$ cat src/rtl/hazard_ctrl.sv
// Pipeline hazard scheduler for the 5-stage MIPS core.
// Tracks destination register and Tnew of the instructions in E/M/W and compares
// them with the D-stage source registers and their Tuse. It raises stall (hold PC
// and F/D, bubble into D/E) and produces forwarding selects for D- and E-stage operands.
// Optional HI/LO busy tracking is compiled in when HAZ_MD_EN is defined.
module hazard_ctrl #(
    parameter int MULT_CYCLES = 5,
    parameter int DIV_CYCLES  = 10
) (
    input  logic       clk,
    input  logic       reset,
    input  logic [4:0] D_rs_addr,
    input  logic [4:0] D_rt_addr,
    input  logic [1:0] D_Tuse_rs,
    input  logic [1:0] D_Tuse_rt,
    input  logic [4:0] D_A3,
    input  logic [1:0] D_Tnew,
    input  logic       D_md_use,
    input  logic       E_md_start,
    input  logic       E_md_is_div,
    output logic       stall,
    output logic [1:0] fwd_D_rs,
    output logic [1:0] fwd_D_rt,
    output logic [1:0] fwd_E_rs,
    output logic [1:0] fwd_E_rt,
    output logic       md_busy
);

    localparam logic [1:0] SEL_GRF = 2'd0;
    localparam logic [1:0] SEL_E   = 2'd1;
    localparam logic [1:0] SEL_M   = 2'd2;
    localparam logic [1:0] SEL_W   = 2'd3;

    logic [4:0] E_A3;
    logic [1:0] E_Tnew;
    logic [4:0] E_rs;
    logic [4:0] E_rt;
    logic [4:0] M_A3;
    logic [1:0] M_Tnew;
    logic [4:0] W_A3;

    logic       stall_rs;
    logic       stall_rt;
    logic       md_stall;

    // A source stalls when an in-flight producer of it is not ready by the time it is used.
    // Register 0 and "unused" (Tuse = 3) sources never stall.
    function automatic logic src_stall(
        input logic [4:0] s,
        input logic [1:0] tuse,
        input logic [4:0] e_a3,
        input logic [1:0] e_tnew,
        input logic [4:0] m_a3,
        input logic [1:0] m_tnew
    );
        logic hit_e;
        logic hit_m;
        hit_e = (e_a3 == s) && (e_tnew > tuse);
        hit_m = (m_a3 == s) && (m_tnew > tuse);
        return (s != 5'd0) && (tuse != 2'd3) && (hit_e || hit_m);
    endfunction

    // Youngest producer wins; a younger match that is not ready yet blocks older ones.
    function automatic logic [1:0] d_fwd_sel(
        input logic [4:0] s,
        input logic [4:0] e_a3,
        input logic [1:0] e_tnew,
        input logic [4:0] m_a3,
        input logic [1:0] m_tnew,
        input logic [4:0] w_a3
    );
        logic [1:0] sel;
        sel = SEL_GRF;
        if (s != 5'd0) begin
            if (e_a3 == s) begin
                sel = (e_tnew == 2'd0) ? SEL_E : SEL_GRF;
            end else if (m_a3 == s) begin
                sel = (m_tnew == 2'd0) ? SEL_M : SEL_GRF;
            end else if (w_a3 == s) begin
                sel = SEL_W;
            end
        end
        return sel;
    endfunction

    function automatic logic [1:0] e_fwd_sel(
        input logic [4:0] s,
        input logic [4:0] m_a3,
        input logic [1:0] m_tnew,
        input logic [4:0] w_a3
    );
        logic [1:0] sel;
        sel = SEL_GRF;
        if (s != 5'd0) begin
            if (m_a3 == s) begin
                sel = (m_tnew == 2'd0) ? SEL_M : SEL_GRF;
            end else if (w_a3 == s) begin
                sel = SEL_W;
            end
        end
        return sel;
    endfunction

    // Pipeline tracking: E takes the D fields or a bubble; M and W always advance.
    always_ff @(posedge clk) begin
        if (reset) begin
            E_A3   <= 5'd0;
            E_Tnew <= 2'd0;
            E_rs   <= 5'd0;
            E_rt   <= 5'd0;
            M_A3   <= 5'd0;
            M_Tnew <= 2'd0;
            W_A3   <= 5'd0;
        end else begin
            if (stall) begin
                E_A3   <= 5'd0;
                E_Tnew <= 2'd0;
                E_rs   <= 5'd0;
                E_rt   <= 5'd0;
            end else begin
                E_A3   <= D_A3;
                E_Tnew <= D_Tnew;
                E_rs   <= D_rs_addr;
                E_rt   <= D_rt_addr;
            end
            M_A3   <= E_A3;
            M_Tnew <= (E_Tnew == 2'd0) ? 2'd0 : E_Tnew - 2'd1;
            W_A3   <= M_A3;
        end
    end

    // Stall and forwarding are purely combinational so they act in the same cycle.
    always_comb begin
        stall_rs = src_stall(D_rs_addr, D_Tuse_rs, E_A3, E_Tnew, M_A3, M_Tnew);
        stall_rt = src_stall(D_rt_addr, D_Tuse_rt, E_A3, E_Tnew, M_A3, M_Tnew);
        stall    = stall_rs | stall_rt | md_stall;
        fwd_D_rs = d_fwd_sel(D_rs_addr, E_A3, E_Tnew, M_A3, M_Tnew, W_A3);
        fwd_D_rt = d_fwd_sel(D_rt_addr, E_A3, E_Tnew, M_A3, M_Tnew, W_A3);
        fwd_E_rs = e_fwd_sel(E_rs, M_A3, M_Tnew, W_A3);
        fwd_E_rt = e_fwd_sel(E_rt, M_A3, M_Tnew, W_A3);
    end

`ifdef HAZ_MD_EN
    logic [3:0] md_cnt;

    // HI/LO busy down-counter; a new start always reloads, even while busy.
    always_ff @(posedge clk) begin
        if (reset) begin
            md_cnt <= 4'd0;
        end else if (E_md_start) begin
            md_cnt <= E_md_is_div ? 4'(DIV_CYCLES) : 4'(MULT_CYCLES);
        end else if (md_cnt != 4'd0) begin
            md_cnt <= md_cnt - 4'd1;
        end
    end

    assign md_busy  = E_md_start | (md_cnt != 4'd0);
    assign md_stall = D_md_use & md_busy;
`else
    // Without the HI/LO unit the md inputs and cycle counts have no effect.
    logic unused_md;
    assign unused_md = ^{D_md_use, E_md_start, E_md_is_div, 4'(MULT_CYCLES), 4'(DIV_CYCLES)};
    assign md_busy   = 1'b0;
    assign md_stall  = 1'b0;
`endif

endmodule
$ cat config.mk
export PLATFORM = sky130hd
export DESIGN_NAME = hazard_ctrl
export DESIGN_NICKNAME = d
export VERILOG_FILES = /design/src/rtl/hazard_ctrl.sv
export SDC_FILE = /design/constraint.sdc
export NUM_CORES = 1
export LEC_CHECK = 0
export ABC_AREA = 1
export CORE_MARGIN = 3
export CORE_UTILIZATION = 47
export CTS_CLUSTER_SIZE = 12
export DETAILED_ROUTE_END_ITERATION = 12
export PLACE_DENSITY = 0.73
export SLEW_MARGIN = 15
export SYNTH_ARGS = -nofsm -noshare
export SYNTH_HDL_FRONTEND = slang
export SYNTH_SLANG_ARGS = --single-unit
$ cat constraint.sdc
create_clock -name clk -period 1.7 [get_ports clk]
set_clock_uncertainty 0.15 [all_clocks]
set_input_delay 0.34 -clock clk [delete_from_list [all_inputs] [get_ports clk]]
set_output_delay 0.34 -clock clk [all_outputs]
set_load 0.005 [all_outputs]
; ---- Word level (Yosys, flattened, before mapping)
; Index checks and enable logic that the tools add are counted.
; Widths: inputs -> output; s select.
[totals]
out_inout_bits = 10
register_bits = 29
input_bits = 26
word_cells = 59
[op_classes]
mux = 16
bitwise = 1
magnitude_cmp = 4
eq_ne = 12
add_sub_neg = 1
n_reduce_logical = 18
[ops]
columns = operator, count
row1 = $eq 5x5->1, 10
row2 = $mux 2, 15
row3 = $reduce_bool 5->1, 4
row4 = $gt 2x2->1, 4
row5 = $logic_and 1x1->1, 8
row6 = $logic_not 2->1, 2
row7 = $ne 2x2->1 const B, 2
row8 = $reduce_or 2->1, 2
row9 = $logic_or 1x1->1, 2
row10 = $sub 2x1->2 const B, 1
row11 = $mux 1, 1
row12 = $or 1x1->1, 1

; ---- Longest topological paths before layout
[logic_depth]
word_depth = 6
depth_mapped = 11
depth_no_buf = 10

; ---- Worst setup path after synthesis
; Ideal clock, no wire load.
[synth_path]
kind = input to register
from = in D_Tuse_rs[1]
to = reg E_rs[0]
path_slack_ns = 0.022
cell_stages = 10
n_path_buf = 1
t_required_ns = 1.439
arrival_ns = 1.417
setup_ns = 0.111
cell_sequence = inv_1 -> ha_1 -> nand2_1 -> a21boi_0 -> nand4_1 -> nand2_1 -> nand2_2 -> nand3_4 -> buf_12 -> nor2_2
[synth_via]
elab_chain_len = 6
elab_cells_between_ends = 10
classes_between = 2 x order compare / 1 x eq/ne / 1 x bitwise / 6 x reduce/logical
[synth_rtl]
columns = item, line_no
row1 = start: declaration, 14  ; input logic [1:0] D_Tuse_rs,
row2 = $gt 2x2->1 (on tied branches), "58, 59"
row3 = $logic_and 1x1->1 (on tied branches), "58, 59"
row4 = $logic_or 1x1->1, 60  ; return (s != 5'd0) && (tuse != 2'd3) && (hit_e || hit_m);
row5 = $logic_and 1x1->1 (*), 60
row6 = $or 1x1->1 (*), 136  ; stall = stall_rs | stall_rt | md_stall;
row7 = $reduce_or 2->1 (no line) (*), n/a
row8 = end signal: assignment, 123  ; E_rs <= D_rs_addr;
row9 = end: declaration, 36  ; logic [4:0] E_rs;
; Mark *: on every way between the ends. The rest lies on a longest branch, timed or not.
; A chain may end at the register's enable or synchronous reset.

; ---- Worst setup path after layout
[layout_path]
from = in D_Tuse_rs[1]
to = out stall
[layout_via]
elab_chain_len = 5
elab_cells_between_ends = 9
classes_between = 2 x order compare / 1 x eq/ne / 1 x bitwise / 5 x reduce/logical
[layout_rtl]
columns = item, line_no
row1 = $gt 2x2->1 (on tied branches), "58, 59"
row2 = $logic_and 1x1->1 (on tied branches), "58, 59"
row3 = $logic_or 1x1->1, 60
row4 = $logic_and 1x1->1 (*), 60
row5 = $or 1x1->1 (*), 136
row6 = end: declaration, 21  ; output logic stall,
; Marked as above.

==> impl_metrics.yaml <==
run_status:
  result_of_the_run: "finished, violations left"
  violations_in_the_final_reports: "negative setup slack"
logic_synthesis:
  synth_nets: 315
  yosys_warnings: 0
  synth_enable_flop_cells: 0
  synth.top_cells.by_area: "sky130_fd_sc_hd__dfxtp_1 (29%), sky130_fd_sc_hd__nand2_1 (12%), sky130_fd_sc_hd__xnor2_1 (8.9%)"
  postSynthAreaPerCell_sq_um: 7.04
  cell_taking_the_most_area_after_synthesis: "sky130_fd_sc_hd__dfxtp_1"
  dominantRegCellSynth: "sky130_fd_sc_hd__dfxtp_1"
  mappedNetlistArea_sq_mm: 0.00197
  yosysMostFrequentCell: "sky130_fd_sc_hd__nand2_1"
  postSynthRegisterBits: 29
  ranking_of_synthesized_cells_by_instance_count: "sky130_fd_sc_hd__nand2_1 (63), sky130_fd_sc_hd__inv_1 (38), sky130_fd_sc_hd__dfxtp_1 (29), sky130_fd_sc_hd__nor2_1 (29), sky130_fd_sc_hd__xnor2_1 (20)"
  synth-async-reset-ratio: 0
  synth_seq_area_share: 0.295
  post_synth_inst_count: 280
  synth_top_area_share: 0.295
  synth_cell_types: 32
floorplan:
  area_enclosed_by_the_die_boundary_sq_mm: 0.00501
  start_util: 0.511
  ioPinCount: 36
  floorplan.die.width_um: 70.8
  rows: 22
  coreArea_sq_mm: 0.00385
  die-height_um: 70.8
setup_path:
  capturing_element_type_of_the_critical_path: "output pin"
  critical_path.max_stage_delay_ns: 0.27
  worst-setup-path-type: "in2out"
  crit_path_cell_trace: "dlygate4sd2_1 -> inv_2 -> ha_4 -> nand2_1 -> a21boi_2 -> nand4_1 -> nand2_1 -> nand2_2 -> nand2_1 -> buf_2"
  crit_required_ns: 1.21
  depth_of_the_worst_register_to_register_path: 11
  crit_fanout: 2
  critPathLaunchType: "input port"
  critPathArrivalTime_ns: 1.66
  crit_path_top_delay_cell: "sky130_fd_sc_hd__ha_4"
  critical_path.most_common_cell: "sky130_fd_sc_hd__nand2_1"
global_route:
  grt-ovfl-total: 0
  grt_start_max_net_pins: 13
  grtUsageTotal: 0.270
  first_global_vias: 2218
  grt_first_pass_wirelength_um: 10600
  antenna_found_initial: 0
power:
  power_frac_seq: 0.348
  clockPowerShare: 0.350
  power.density_mw_per_mm2: 692
  power_switching_mw: 0.675
  p_comb_frac: 0.303
  vdd_drop_max_v: 0.000505
  power.internal_mw: 1.52
  power_leakage_nw: 1.53
  design_power_mw: 2.19
  power.switching_fraction: 0.308
finish:
  nets: 406
  syn_to_final_growth_pct: 61.0
  num_antenna_cells: 0
  regArea_sq_um: 619
  drive_gt1_frac: 0.503
  multi_input_area_sq_mm: 0.00143
  layout.filler_cells: 224
routing:
  detailed_route_via_count: 2288
  avgViaCountPerCell: 5.45
  route.detailed.wl_per_inst_um: 17.4
  dr.pass1.iters: 6
  drt.antenna.violating_nets: 0
  drt_first_iter_violations: 263
  total_routed_length_um: 7320
  drc: 0
clocking:
  clock_tree.buffer_depth: 2
  clk_pin_slew_ns: 0.07
  cts_tree: "done"
  clk_lat_worst_skew_ns: 0.30
  cts_buffers: 5
  cts-htree-levels: 2
  cts_sinks: 29
  cts.root.buffer_cell: "sky130_fd_sc_hd__clkbuf_8"
timing:
  final-setup-viol-count: 26
  final_min_period_over_clock_period: 1.26
  setup_ws_ns: -0.446
  grt_setup_unrepaired: "true"
  hold_viol_final: 0
  finalSetupTns_ns: -7.61
  holdWs_ns: 0.292
  drv_slew: 0
  layout_min_cycle_time_ns: 2.15
  fmax_mhz: 466
placed_design:
  buffer_ports.inserted: 31
  gp_routability_congestion: 0.839
  hpwlAfterDp_um: 3990
job:
  maxCapViolations: 0
worst_hold_path:
  timing.hold.worst.class: "reg2reg"
  hold_depth: 1
worst paths after layout:
| check | end | slack [ns] | from |
|---|---|---|---|
| worst min-delay path | M_Tnew[0] | 0.29 | E_Tnew[0] |
| worst max register to register | E_A3[1] | -0.25 | E_A3[0] |
| worst max-delay path | stall | -0.45 | D_Tuse_rs[1] |
| worst min register to register | M_Tnew[0] | 0.29 | E_Tnew[0] |
metal layers:
metal	global-route usage	vias up	wire length, um
met3	0.0511	58	594
met1	0.307	1042	2640
met4	0.148	0	410
met5	0	-	0
met2	0.473	152	3680
li1	-	1036	-
flip-flops by register name, indices dropped and copies added (netlist names):
register	cells
E_A3	5
E_Tnew	2
E_rs	5
E_rt	5
M_A3	5
M_Tnew	2
W_A3	5
timing repair:
action	CTS	global route
cloned	1	0
buffers inserted	6	2
setup endpoints to repair	26	26
pin swaps	44	23
resized for setup	141	30
hold buffers	0	0
worst max-delay path: cells and delay by family:
family | cells | cell delay (ns)
buffers and inverters | 3 | 0.45
AND/OR/NAND/NOR | 5 | 0.43
adder cells (fa/ha/maj) | 1 | 0.27
AO/OA/AOI/OAI | 1 | 0.17
cell usage in the layout (no fill, tap or decap), types with 4 or more instances in the layout:
master and instances:
sky130_fd_sc_hd__nand2_1 57, sky130_fd_sc_hd__buf_4 49, sky130_fd_sc_hd__dfxtp_4 8, sky130_fd_sc_hd__nand2_2 8, sky130_fd_sc_hd__dfxtp_2 7, sky130_fd_sc_hd__inv_1 31
sky130_fd_sc_hd__inv_2 12, sky130_fd_sc_hd__nor3_1 4, sky130_fd_sc_hd__clkdlybuf4s50_1 8, sky130_fd_sc_hd__nor2_2 16, sky130_fd_sc_hd__a21oi_2 8, sky130_fd_sc_hd__clkbuf_8 6
sky130_fd_sc_hd__clkbuf_2 4, sky130_fd_sc_hd__nor2_1 21, sky130_fd_sc_hd__xnor2_1 16, sky130_fd_sc_hd__xor2_1 13, sky130_fd_sc_hd__nand4_1 9, sky130_fd_sc_hd__buf_6 9
sky130_fd_sc_hd__buf_2 10, sky130_fd_sc_hd__clkdlybuf4s15_2 5, sky130_fd_sc_hd__inv_4 4, sky130_fd_sc_hd__dfxtp_1 14, sky130_fd_sc_hd__nand3_2 4, sky130_fd_sc_hd__xnor2_2 4
sky130_fd_sc_hd__ha_4 8, sky130_fd_sc_hd__nor2_4 5
final cells by class:
type,count,share of cell area
clock buffer,7,0.0272
clock inverter,1,0.00946
inverter,47,0.0588
multi-input combinational,197,0.451
sequential,29,0.195
tap,48,0.0189
timing repair buffer,91,0.240
per-stage QoR:
step                      utilization  instances  instance area, sq um  worst slack [ns]
final                           0.823        420                  3170            -0.446
after global routing            0.823        420                  3170            -0.498
after CTS                       0.805        418                  3100            -0.406
after detailed placement        0.696        403                  2680             -1.07
after global placement          0.696        403                  2680             -1.04
after floorplan                     -        280                  1970            0.0221
logic make-up (layout without fill, tap and decap cells):
group / Yosys count / in the layout / synth area share
simple gates: 140 / 140 / 0.340
xor+xnor: 33 / 33 / 0.147
compound gates: 14 / 14 / 0.0432
flops: 29 / 29 / 0.295
other cells: 1 / 1 / 0.00190
fa+ha+maj: 9 / 9 / 0.0571
buf+inv: 54 / 146 / 0.117
power groups by stage:
stage	Clock (mW)	Combinational (mW)	Sequential, mW
floorplan	0	0.282	0.761
global placement	0	0.517	0.769
detailed placement	0	0.528	0.770
CTS	0.747	0.594	0.760
global route	0.793	0.713	0.768
finish	0.767	0.664	0.763
Power figures use the tool's default switching activity.
